File: src/rtl/alu32_pipe.sv
// ============================================================================
//  Module      : alu32_pipe (with combinational alu32)
//  Description : Handshaked ALU execution stage. Commands are buffered in a
//                DEPTH-entry FIFO; the FIFO head feeds alu32 and the result
//                plus C/N/Z/V flags are captured in a valid/ready output
//                register. op_count counts results loaded into that register.
//  Options     : `define ALU32_PIPE_STICKY_EN adds sticky carry/overflow bits
//                (ports clr_sticky, sticky_c, sticky_v).
//  Revision    : 1.0 - initial release
// ============================================================================
`default_nettype none

module alu32 (
  input  logic [31:0] i_a,
  input  logic [31:0] i_b,
  input  logic [2:0]  i_op,
  output logic [31:0] o_result,
  output logic        o_c,
  output logic        o_n,
  output logic        o_z,
  output logic        o_v
);
  logic [31:0] w_b_eff;
  logic [32:0] w_sum;
  logic        w_c31;

  // Shared adder: subtraction is a + ~b + 1, selected by op[0] within 11x.
  assign w_b_eff = i_op[0] ? ~i_b : i_b;
  assign w_sum   = {1'b0, i_a} + {1'b0, w_b_eff} + {32'd0, i_op[0]};
  // Carry into bit 31 recovered from the sum bit and its two operand bits.
  assign w_c31   = i_a[31] ^ w_b_eff[31] ^ w_sum[31];

  // Opcode decode and flag generation.
  always_comb begin
    o_result = 32'd0;
    o_c      = 1'b0;
    o_v      = 1'b0;
    case (i_op)
      3'b000: o_result = ~i_a;
      3'b001: o_result = ~i_b;
      3'b010: o_result = i_a & i_b;
      3'b011: o_result = i_a | i_b;
      3'b100: o_result = i_a ^ i_b;
      3'b101: o_result = ~(i_a ^ i_b);
      default: begin
        o_result = w_sum[31:0];
        o_c      = w_sum[32];
        o_v      = w_c31 ^ w_sum[32];
      end
    endcase
    o_n = o_result[31];
    o_z = (o_result == 32'd0);
  end
endmodule

module alu32_pipe #(
  parameter int DEPTH = 2,
  parameter int CNT_W = 16
) (
  input  logic             clk,
  input  logic             reset,
  input  logic             in_valid,
  output logic             in_ready,
  input  logic [31:0]      in_a,
  input  logic [31:0]      in_b,
  input  logic [2:0]       in_op,
  output logic             out_valid,
  input  logic             out_ready,
  output logic [31:0]      out_result,
  output logic             out_c,
  output logic             out_n,
  output logic             out_z,
  output logic             out_v,
  output logic [CNT_W-1:0] op_count
`ifdef ALU32_PIPE_STICKY_EN
  ,
  input  logic             clr_sticky,
  output logic             sticky_c,
  output logic             sticky_v
`endif
);
  localparam int                 c_PTR_W     = (DEPTH > 1) ? $clog2(DEPTH) : 1;
  localparam logic [c_PTR_W:0]   c_DEPTH_CNT = (c_PTR_W+1)'(DEPTH);
  localparam logic [c_PTR_W:0]   c_CNT_ONE   = (c_PTR_W+1)'(1);
  localparam logic [c_PTR_W-1:0] c_PTR_ONE   = c_PTR_W'(1);
  localparam logic [CNT_W-1:0]   c_OPC_ONE   = CNT_W'(1);

  logic [31:0]      r_mem_a  [0:DEPTH-1];
  logic [31:0]      r_mem_b  [0:DEPTH-1];
  logic [2:0]       r_mem_op [0:DEPTH-1];
  logic [c_PTR_W-1:0] r_wr_ptr;
  logic [c_PTR_W-1:0] r_rd_ptr;
  logic [c_PTR_W:0]   r_count;

  logic             r_out_valid;
  logic [31:0]      r_result;
  logic             r_c, r_n, r_z, r_v;
  logic [CNT_W-1:0] r_op_count;

  logic             w_full, w_empty, w_push, w_load;
  logic [31:0]      w_alu_result;
  logic             w_alu_c, w_alu_n, w_alu_z, w_alu_v;

  // Full/empty come only from the registered count, so in_ready never
  // depends combinationally on out_ready.
  assign w_full  = (r_count == c_DEPTH_CNT);
  assign w_empty = (r_count == '0);
  assign w_push  = in_valid && !w_full;
  assign w_load  = !w_empty && (!r_out_valid || out_ready);

  alu32 u_alu32 (
    .i_a      (r_mem_a[r_rd_ptr]),
    .i_b      (r_mem_b[r_rd_ptr]),
    .i_op     (r_mem_op[r_rd_ptr]),
    .o_result (w_alu_result),
    .o_c      (w_alu_c),
    .o_n      (w_alu_n),
    .o_z      (w_alu_z),
    .o_v      (w_alu_v)
  );

  // FIFO storage: written at wr_ptr on an accepted push; contents need no reset.
  always_ff @(posedge clk) begin
    if (w_push) begin
      r_mem_a[r_wr_ptr]  <= in_a;
      r_mem_b[r_wr_ptr]  <= in_b;
      r_mem_op[r_wr_ptr] <= in_op;
    end
  end

  // FIFO pointers and occupancy; simultaneous push/pop leaves count unchanged.
  always_ff @(posedge clk or posedge reset) begin
    if (reset) begin
      r_wr_ptr <= '0;
      r_rd_ptr <= '0;
      r_count  <= '0;
    end else begin
      if (w_push) r_wr_ptr <= r_wr_ptr + c_PTR_ONE;
      if (w_load) r_rd_ptr <= r_rd_ptr + c_PTR_ONE;
      case ({w_push, w_load})
        2'b10:   r_count <= r_count + c_CNT_ONE;
        2'b01:   r_count <= r_count - c_CNT_ONE;
        default: r_count <= r_count;
      endcase
    end
  end

  // Output register: load the FIFO head when the slot is free or draining;
  // otherwise hold, dropping valid once a result is taken with nothing behind it.
  always_ff @(posedge clk or posedge reset) begin
    if (reset) begin
      r_out_valid <= 1'b0;
      r_result    <= 32'd0;
      r_c         <= 1'b0;
      r_n         <= 1'b0;
      r_z         <= 1'b0;
      r_v         <= 1'b0;
      r_op_count  <= '0;
    end else if (w_load) begin
      r_out_valid <= 1'b1;
      r_result    <= w_alu_result;
      r_c         <= w_alu_c;
      r_n         <= w_alu_n;
      r_z         <= w_alu_z;
      r_v         <= w_alu_v;
      r_op_count  <= r_op_count + c_OPC_ONE;
    end else if (r_out_valid && out_ready) begin
      r_out_valid <= 1'b0;
    end
  end

  assign in_ready   = !w_full;
  assign out_valid  = r_out_valid;
  assign out_result = r_result;
  assign out_c      = r_c;
  assign out_n      = r_n;
  assign out_z      = r_z;
  assign out_v      = r_v;
  assign op_count   = r_op_count;

`ifdef ALU32_PIPE_STICKY_EN
  logic r_sticky_c, r_sticky_v;

  // Sticky flags accumulate on each load; a set from a load beats a clear.
  always_ff @(posedge clk or posedge reset) begin
    if (reset) begin
      r_sticky_c <= 1'b0;
      r_sticky_v <= 1'b0;
    end else if (clr_sticky) begin
      r_sticky_c <= w_load && w_alu_c;
      r_sticky_v <= w_load && w_alu_v;
    end else if (w_load) begin
      r_sticky_c <= r_sticky_c | w_alu_c;
      r_sticky_v <= r_sticky_v | w_alu_v;
    end
  end

  assign sticky_c = r_sticky_c;
  assign sticky_v = r_sticky_v;
`endif

endmodule

`default_nettype wire

File: config.mk
export PLATFORM = sky130hd
export DESIGN_NAME = alu32_pipe
export DESIGN_NICKNAME = d
export VERILOG_FILES = /design/src/rtl/alu32_pipe.sv
export SDC_FILE = /design/constraint.sdc
export NUM_CORES = 1
export LEC_CHECK = 0
export BUFFER_PORTS_ARGS = -buffer_cell sky130_fd_sc_hd__buf_2
export CORE_AREA = 5 5 156 158
export CTS_CLUSTER_SIZE = 24
export DETAILED_ROUTE_END_ITERATION = 10
export DIE_AREA = 0 0 161 163
export HOLD_SLACK_MARGIN = 0.02
export PLACE_DENSITY_LB_ADDON = 0.3
export SLEW_MARGIN = 30
export SYNTH_ARGS = -nofsm -noshare
export SYNTH_HDL_FRONTEND = slang
export SYNTH_SLANG_ARGS = --single-unit
File: constraint.sdc
create_clock -name clk -period 5.8 [get_ports clk]
set_input_delay 0.58 -clock clk [delete_from_list [all_inputs] [get_ports clk]]
set_output_delay 0.58 -clock clk [all_outputs]
set_load 0.1 [all_outputs]
==> results of run 1 <==
## per-stage QoR
stage / setup slack, ns / std cells / util (%)
global placement: 0.952 / 1566 / 56.9
floorplan: 0.980 / 1201 / -
detailed placement: 1.08 / 1566 / 56.9
CTS: 1.05 / 1598 / 59.4
finish: 0.970 / 1598 / 59.5
global route: 0.744 / 1598 / 59.5
## logic make-up after synthesis
logic type / count (synthesis) / synth area share (%)
AO/OA/AOI/OAI: 311 / 16.7
AND/OR/NAND/NOR: 300 / 11.2
flip-flops: 190 / 44.3
buffers and inverters: 144 / 5.14
adder cells (fa/ha/maj): 98 / 10.1
multiplexers: 86 / 7.45
XOR/XNOR: 72 / 5.15
## synth_stat cells (8+ instances only)
cell type | number | area (µm²)
a31oi_1 | 8 | 50.1
o211ai_1 | 13 | 97.6
nor3_1 | 20 | 100
nor2_1 | 65 | 244
xnor2_1 | 42 | 368
a21oi_1 | 74 | 370
o21ai_0 | 69 | 345
mux2i_1 | 61 | 611
clkbuf_1 | 26 | 97.6
nand4_1 | 21 | 131
a22oi_1 | 9 | 67.6
o22ai_1 | 25 | 156
and3_1 | 13 | 81.3
inv_1 | 80 | 300
edfxtp_1 | 134 | 4020
buf_2 | 23 | 115
nand2_1 | 126 | 473
a211oi_1 | 19 | 143
nand3_1 | 20 | 100
xor2_1 | 30 | 263
o21a_1 | 10 | 75.1
ha_1 | 97 | 1210
mux2_2 | 21 | 236
nand2b_1 | 9 | 56.3
dfrtp_1 | 56 | 1400
## area by class of cell
type | count | area, µm²
Timing Repair Buffer | 137 | 731
Multi-Input combinational cell | 867 | 6240
Tap cell | 290 | 363
Sequential cell | 190 | 5430
Clock buffer | 17 | 425
Clock inverter | 15 | 164
Fill cell | 1934 | 9320
Inverter | 82 | 308
## placed cells by master (no fill, tap or decap), drive strengths merged, types with 6 or more instances in the layout
master and instances:
o22ai 26, dfrtp 56, a31oi 8, a21oi 74
clkbuf 17, nand2 126, and3 13, buf 137
a211oi 19, xor2 30, xnor2 42, clkinv 6
nand4 21, a21o 7, edfxtp 134, a221oi 7
nor2 65, mux2 22, o21ai 73, nor3 20
nand2b 9, mux2i 64, o221ai 8, ha 97
o21a 10, o211ai 13, nand3 20, inv 89
a22oi 10
## final timing paths
path | startpoint | to | slack, ns | cells after the start
min in group asynchronous | reset | out_result[6] | 0.33 | 3
max | r_rd_ptr | out_z | 0.97 | 13
min reg2reg | out_result[26] | out_result[26] | 0.48 | 2
min | in_a[26] | r_mem_a[1][26] | 0.32 | 1
max reg2reg | r_rd_ptr | out_z | 0.97 | 13
max in group asynchronous | reset | r_rd_ptr | 4.94 | 3
## registers in the layout, summed over array words and instances, names as in the netlist, 2 cells and up
| signal | cells |
|---|---|
| op_count | 16 |
| out_result | 32 |
| r_count | 2 |
| r_mem_a | 64 |
| r_mem_b | 64 |
| r_mem_op | 6 |
## worst max-delay path: stages (launching register included)
cell and delay, ns:
dfrtp_4 0.51, mux2i_4 0.66, buf_4 0.49, xor2_1 0.14, ha_1 0.47, nand2_1 0.15, o21ai_0 0.67, o31ai_1 0.29
and4_1 0.26, nor3_1 0.28, nand4_1 0.13, nor4_1 0.37, nand4_1 0.14, o21ai_1 0.16
## metal layers
metal,wire (µm),track usage (%),up-vias
li1,-,-,4610
met1,15400,38.0,4675
met2,13800,36.0,456
met3,3220,5.21,50
met4,746,7.56,2
met5,13,0,-
==> flow_metrics.env, run 1 <==
export IMPL_status="finished, final reports clean"
export IMPL_postLayoutCellArea_um2=13700
export IMPL_die_x_um=161
export IMPL_drv_slew=0
export IMPL_finalHoldViolCount=0
export IMPL_drc=0
export IMPL_rsz0062_at_grt="no"
export IMPL_cts_max_level=4
export IMPL_final_nets=1464
export IMPL_tightestPinTransition_ns=1.06
export IMPL_critPathKind="register to register"
export IMPL_die_area_um2=26200
export IMPL_crit_arrival_ns=5.18
export IMPL_grt_ovfl_total=0
export IMPL_io_buffers=124
export IMPL_grt_max_degree=94
export IMPL_ctsHoldBuffers=0
export IMPL_clk_latency_ns=0.44
export IMPL_cp_end_kind="register"
export IMPL_clk_pin_slew_ns=0.08
export IMPL_synth_seq_cells=190
export IMPL_synth_main_ff_cell="edfxtp_1"
export IMPL_max_freq_mhz=207
export IMPL_relSlewSlack_pct=29.3
export IMPL_postPlaceCellArea_um2=13100
export IMPL_syn_num_nets=1370
export IMPL_syn_inst=1201
export IMPL_fin_skew_ns=0.0169
export IMPL_fin_crit_ns=4.83
export IMPL_cap_viol_max_count=0
export IMPL_cp_max_fo=32
export IMPL_drtPass1Iterations=6
export IMPL_setup_tns_final_ns=0
export IMPL_grt_pass1_wl_um=51500
export IMPL_hold_path_class="primary input to register"
export IMPL_startpoint_type="register"
export IMPL_cts_resized_gates=0
export IMPL_start_util_pct=53.3
export IMPL_via_per_inst=6.13
export IMPL_cts_root_buf="clkbuf_16"
export IMPL_antenna_found_initial=1
export IMPL_rows=56
export IMPL_grtUsageTotal_pct=25.0
export IMPL_yosysWarnings=0
export IMPL_cts_tree="yes"
export IMPL_clock_sinks=190
export IMPL_fin_crit_sh_pct=83.3
export IMPL_ios=125
export IMPL_holdWs_ns=0.323
export IMPL_clockBufferDepth=2
export IMPL_yosysSeqAreaShare_pct=44.3
export IMPL_critical_path_required_ns=6.15
export IMPL_routed_wl_um=33200
export IMPL_drive_gt1_share_pct=16.4
export IMPL_detail_route_wl_per_cell_um=20.8
export IMPL_drtIter0Drc=1150
export IMPL_synth_edf_count=134
export IMPL_syn_area_per_cell_um2=10.2
export IMPL_hpwlAfterDp_um=24200
export IMPL_setup_viol=0
export IMPL_synthArstFlopShare_pct=29.5
export IMPL_synthDistinctLibCells=79
export IMPL_drtAntennaViolNets=0
export IMPL_grt_pass1_vias=9337
export IMPL_gp_congestion=0.960
export IMPL_die_h_um=163
export IMPL_via_count=9793
export IMPL_cts_inserted_buffers=17
export IMPL_antenna_cells=0
export IMPL_fp_coreArea_um2=23000
export IMPL_syn_area_um2=12200
export IMPL_cts_setup_buffers=0
export IMPL_areaGrowthSynthToFinish_pct=11.6
Power of run 1 is not shown: default switching activity piles up to over one toggle a cycle in this logic, so the estimate is an artifact.
==> inputs of run 2 (changes only) <==
- ABC_AREA: default -> 1
- CORE_AREA: 5 5 156 158 -> 5 5 158 160
- DIE_AREA: 0 0 161 163 -> 0 0 163 165
- clock period: 5.8 -> 4.61 ns (I/O delays scaled with it)
==> run 2 against run 1 <==
  * Final area increased by 3.1%
  * Largest cell class unchanged
  * Global-route usage increased by 0.30 points
  * Non-clock buffer count decreased by 4
  * Sequential cell count unchanged
  * Count of clock-buffer cells in the layout increased by 1
  * Synthesized cell count increased by 28%
  * Highest routed layer is now met4
  * Maximum frequency increased by 24%
==> flow_metrics.env, run 2 <==
export IMPL_clock_sinks=190
export IMPL_ctsHoldBuffers=0
export IMPL_rsz0062_at_grt="no"
export IMPL_synth_top_area_share_pct=31.7
export IMPL_synth_simple_gate_area_share_pct=23.9
export IMPL_fin_crit_sh_pct=84.8
export IMPL_grt_pass1_wl_um=53300
export IMPL_setup_viol=0
export IMPL_fin_crit_ns=3.91
export IMPL_status="finished, final reports clean"
export IMPL_synth_main_ff_cell="edfxtp_1"
export IMPL_nFillCells=2091
export IMPL_die_h_um=165
export IMPL_clk_pin_slew_ns=0.09
export IMPL_tightestPinTransition_ns=0.799
export IMPL_cts_max_level=4
export IMPL_gp_congestion=0.975
export IMPL_clk_latency_ns=0.44
export IMPL_grt_pass1_vias=9990
export IMPL_final_nets=1817
export IMPL_synth_top_cell_by_area="edfxtp_1"
export IMPL_postLayoutCellArea_um2=14100
export IMPL_grt_ovfl_total=0
export IMPL_cts_root_buf="clkbuf_16"
export IMPL_syn_area_per_cell_um2=8.25
export IMPL_fp_coreArea_um2=23300
export IMPL_max_freq_mhz=256
export IMPL_io_buffers=124
export IMPL_yosysMostFrequentCell="nand2_1"
export IMPL_antenna_cells=0
export IMPL_cp_end_kind="register"
export IMPL_cts_resized_gates=0
export IMPL_syn_num_nets=1709
export IMPL_hpwlAfterDp_um=25400
export IMPL_crit_arrival_ns=4.28
export IMPL_yosysWarnings=0
export IMPL_drtIter0Drc=1081
export IMPL_drv_slew=0
export IMPL_cts_tree="yes"
export IMPL_synth_top_family_by_area="simple AND/OR/NAND/NOR gates"
export IMPL_reg2regPathDepth=18
export IMPL_drive_gt1_share_pct=14.7
export IMPL_drtPass1Iterations=5
export IMPL_cts_inserted_buffers=17
export IMPL_detail_route_wl_per_cell_um=16.8
export IMPL_critPathKind="register to register"
export IMPL_cts_setup_buffers=0
export IMPL_setup_tns_final_ns=0
export IMPL_synth_compound_area_share_pct=10.6
export IMPL_yosysSeqAreaShare_pct=42.7
export IMPL_postPlaceCellArea_um2=13500
export IMPL_hold_path_class="primary input to async pin"
export IMPL_grt_max_degree=87
export IMPL_syn_area_um2=12700
export IMPL_start_util_pct=54.6
export IMPL_synthDistinctLibCells=49
export IMPL_relSlewSlack_pct=46.6
export IMPL_fin_skew_ns=0.0190
export IMPL_cp_max_fo=37
export IMPL_synth_edf_count=134
export IMPL_final_cell_mix="nand2_1, inv_1, edfxtp_1"
export IMPL_clockBufferDepth=2
export IMPL_critical_path_required_ns=4.98
export IMPL_ys_top_cells_by_count="nand2_1, inv_1, edfxtp_1, nor2_1, ha_1"
export IMPL_ios=125
export IMPL_rows=56
export IMPL_antenna_found_initial=0
export IMPL_synthArstFlopShare_pct=29.5
export IMPL_drc=0
export IMPL_die_area_um2=26900
export IMPL_synth_seq_cells=190
export IMPL_layout_commonest_cell="nand2_1"
export IMPL_finalHoldViolCount=0
export IMPL_synthAdderAreaFrac_pct=9.71
export IMPL_die_x_um=163
export IMPL_synth_area_leaders="edfxtp_1, nand2_1, dfrtp_1"
export IMPL_grtUsageTotal_pct=25.3
export IMPL_areaGrowthSynthToFinish_pct=10.9
export IMPL_syn_inst=1540
export IMPL_synth_xor_xnor_area_share_pct=3.59
export IMPL_synthMuxAreaShare_pct=0
export IMPL_cap_viol_max_count=0
export IMPL_via_count=10600
export IMPL_via_per_inst=5.38
export IMPL_drtAntennaViolNets=0
export IMPL_routed_wl_um=33200
export IMPL_startpoint_type="register"
-- run 2: changes by cell type in the layout (fill, tap and decap cells not counted), sizes merged, moves of 12 or more --
| cell | change |
|---|---|
| or2 | +22 |
| mux2 | -22 |
| inv | +139 |
| nor2 | +74 |
| a211oi | -18 |
| and3 | -12 |
| xnor2 | -28 |
| nand3 | +61 |
| mux2i | -64 |
| nand2 | +289 |
| o211ai | -12 |
| o21ai | +34 |
| a21oi | -18 |
-- run 2: logic make-up after synthesis --
group,after synthesis
compound gates,232
simple gates,701
flops,190
fa+ha+maj,98
xor+xnor,52
buf+inv,267
-- run 2: path summary, 6_finish.rpt --
kind	to	startpoint	slack [ns]
worst max register to register	out_z	r_rd_ptr	0.70
max in group asynchronous	r_rd_ptr	reset	4.01
worst max-delay path	out_z	r_rd_ptr	0.70
worst min register to register	op_count[15]	op_count[15]	0.47
min in group clk	r_mem_b[1][2]	in_b[2]	0.20
worst min-delay path	out_result[0]	reset	0.12
-- run 2: metal layers --
layer  wire length (µm)  vias to the layer above  global-route usage, %
met2              14100                      421                   37.6
met4                376                        0                   5.76
met3               2780                       25                   3.94
li1                   -                     5248                      -
met5                  0                        -                      0
met1              16000                     4951                   39.0
-- run 2: per-stage QoR --
step / cells / worst slack [ns] / util (%) / hold slack (ns)
floorplan: 1540 / -0.0810 / - / 0.482
global placement: 1948 / 0.846 / 58.0 / 0.463
detailed placement: 1948 / 0.810 / 58.0 / 0.461
CTS: 1980 / 0.734 / 60.6 / 0.140
global route: 1980 / 0.391 / 60.6 / 0.176
finish: 1980 / 0.700 / 60.6 / 0.120
-- run 2: cell type report --
type	count	area (µm²)	area share (%)
Clock buffer	18	429	3.05
Clock inverter	14	166	1.18
Inverter	223	842	5.98
Multi-Input combinational cell	1083	6100	43.3
Sequential cell	190	5430	38.5
Tap cell	319	399	2.83
Timing Repair Buffer	133	726	5.15
-- run 2: critical path, stage by stage, from the launching register on --
cell and delay [ns]:
dfrtp_4 0.58, inv_2 0.17, buf_12 0.22, or2_2 0.13, o21ai_0 0.17, xor2_1 0.21, ha_1 0.44, nand2_1 0.15
nor2_1 0.15, inv_1 0.11, nor3_1 0.47, nand3_1 0.24, nand3_1 0.14, nand2_1 0.06, a21oi_2 0.15, nand2_1 0.07
nor3_1 0.18, nand3_1 0.10, nand2_1 0.06
Power of run 2 is left out for the same reason.
==> inputs of run 3 (changes only) <==
- ABC_AREA: 1 -> 0
- CORE_AREA: 5 5 158 160 -> 5 5 157 159
- DIE_AREA: 0 0 163 165 -> 0 0 162 164
- clock period: 4.61 -> 3.3 ns (I/O delays scaled with it)
==> run 3 against run 2 <==
  * The flow now finishes with violations (negative setup slack)
  * Critical path type unchanged
  * Utilization up 14 points
  * Non-clock buffer count up 313
  * Worst setup slack worse by 1.3 ns
  * Clock skew up 0.0022 ns
  * Die area down 1.2%
  * Count of clock-buffer cells in the layout down 1
  * Sequential cell count unchanged
  * Global-route usage up 2.9 points
  * Sequential share of layout area down 7.2 points
  * Wire length up 22%
  * Via count up 8.8%
==> flow_metrics.env, run 3 (synthesis results as in run 1) <==
export IMPL_busiest_layer="met2"
export IMPL_post_route_util_pct=74.9
export IMPL_reg2reg_to="out_z"
export IMPL_via_per_inst=6.07
export IMPL_via_count=11600
export IMPL_critical_path_required_ns=3.67
export IMPL_r2r_slack_ns=-0.59
export IMPL_hold_path_class="primary input to async pin"
export IMPL_crit_slowest_cell="dfrtp_4"
export IMPL_antenna_cells=0
export IMPL_r2r_start="r_rd_ptr"
export IMPL_die_area_um2=26600
export IMPL_tightestPinTransition_ns=0.820
export IMPL_grtUsageTotal_pct=28.2
export IMPL_fin_skew_ns=0.0212
export IMPL_drtAntennaViolNets=0
export IMPL_dp_cells=1829
export IMPL_setup_viol=18
export IMPL_io_buffers=124
export IMPL_ctsHoldBuffers=0
export IMPL_routed_wl_um=40400
export IMPL_fin_ws_ns=-0.590
export IMPL_die_x_um=162
export IMPL_cpMostUsedCell="nand4_1"
export IMPL_relSlewSlack_pct=45.1
export IMPL_crit_arrival_ns=4.27
export IMPL_drive_gt1_share_pct=40.6
export IMPL_nFillCells=1514
export IMPL_grt_ovfl_total=0
export IMPL_areaGrowthSynthToFinish_pct=41.5
export IMPL_finalHoldViolCount=0
export IMPL_max_stage_delay_ns=0.56
export IMPL_fp_coreArea_um2=23100
export IMPL_final_cell_mix="buf_4, edfxtp_1, buf_2"
export IMPL_fin_cells=1906
export IMPL_clk_pin_slew_ns=0.09
export IMPL_cp_end_kind="register"
export IMPL_cts_inserted_buffers=17
export IMPL_start_util_pct=53.0
export IMPL_crit_chain="mux2i_4 > buf_6 > buf_12 > buf_16 > xor2_1 > ha_1 > nand2_1 > o21a_1 > nand4_1 > o31ai_2 > a211o_1 > nor3_2 > buf_4 > nand4_1 > nor4_4 > buf_4 > nand4_1 > o21ai_1"
export IMPL_clock_sinks=190
export IMPL_holdWs_ns=0.0143
export IMPL_cts_root_buf="clkbuf_16"
export IMPL_final_nets=1773
export IMPL_status="finished, violations left"
export IMPL_drv_slew=0
export IMPL_detail_route_wl_per_cell_um=21.2
export IMPL_grt_use_met2_pct=42.9
export IMPL_grt_pass1_wl_um=59000
export IMPL_layout_commonest_cell="buf_4"
export IMPL_drtIter0Drc=1387
export IMPL_grt_util_met1_pct=40.8
export IMPL_grt_pass1_vias=11000
export IMPL_reg2regPathDepth=18
export IMPL_rsz0062_at_grt="yes"
export IMPL_fin_crit_ns=3.89
export IMPL_antenna_found_initial=0
export IMPL_pre_cts_ws_ns=-0.810
export IMPL_drc=0
export IMPL_grtUsageMet3_pct=5.27
export IMPL_hpwlAfterDp_um=27400
export IMPL_critPathKind="register to register"
export IMPL_max_freq_mhz=257
export IMPL_cts_tree="yes"
export IMPL_cap_viol_max_count=0
export IMPL_cp_max_fo=13
export IMPL_startpoint_type="register"
export IMPL_clk_latency_ns=0.46
export IMPL_grt_max_degree=68
export IMPL_cts_max_level=4
export IMPL_drtPass1Iterations=6
export IMPL_clockBufferDepth=2
export IMPL_die_h_um=164
export IMPL_gp_congestion=0.941
export IMPL_rows=56
export IMPL_violations="negative setup slack"
export IMPL_fin_crit_sh_pct=118
export IMPL_ios=125
-- run 3: cell count changes in the layout (fill, tap and decap cells not counted), sizes merged, moves of 28 or more --
cell,previous run,this run
nor2,139,65
xnor2,14,42
nand2,415,126
inv,228,90
buf,133,441
o21ai,107,73
mux2i,0,64
nand3,81,20
-- run 3: worst max-delay path: cells and delay by family, from the launching register on --
family	cells	cell delay, ns
adders and majority gates	1	0.35
DFF	1	0.56
AOI/OAI and AO/OA	4	0.75
buffers and inverters	5	0.76
and+or+nand+nor	6	1.00
muxes	1	0.22
xor gates and xnor gates	1	0.17
-- run 3: layer usage --
layer / up-vias / share of wire (%)
li1: 5238 / -
met1: 5517 / 42
met2: 686 / 44
met3: 136 / 9.3
met4: 0 / 4.1
met5: - / 0
-- run 3: metrics by stage --
| step | TNS [ns] | cell area, µm² |
|---|---|---|
| after floorplan | -1.93 | 12400 |
| after global placement | -4.40 | 15200 |
| after detailed placement | -5.64 | 15200 |
| after CTS | -3.80 | 16500 |
| after global routing | -8.25 | 17300 |
| final | -5.48 | 17300 |
-- run 3: worst max-delay path by stage --
stage,from,end,slack [ns],depth (start not counted)
floorplan,r_rd_ptr,out_z,-0.46,20
global placement,r_rd_ptr,out_z,-0.74,15
detailed placement,r_rd_ptr,out_z,-0.81,16
CTS,r_rd_ptr,out_z,-0.41,15
global route,r_rd_ptr,out_z,-0.77,15
finish,r_rd_ptr,out_z,-0.59,18
-- run 3: repair_timing --
action,in CTS,in global routing
pin swaps,37,59
endpoints found under the hold margin,0,0
setup endpoints to repair,23,27
cloned,4,3
resized for setup,92,116
setup buffers,22,23
-- run 3: final cells by class --
type	instances	area, µm²	area share (%)
multi-input combinational	867	7230	41.7
clock inverter	14	158	0.910
clock buffer	17	425	2.46
inverter	82	308	1.78
timing repair buffer	446	3420	19.7
tap	290	363	2.09
sequential	190	5430	31.3
Power of run 3 is left out for the same reason.
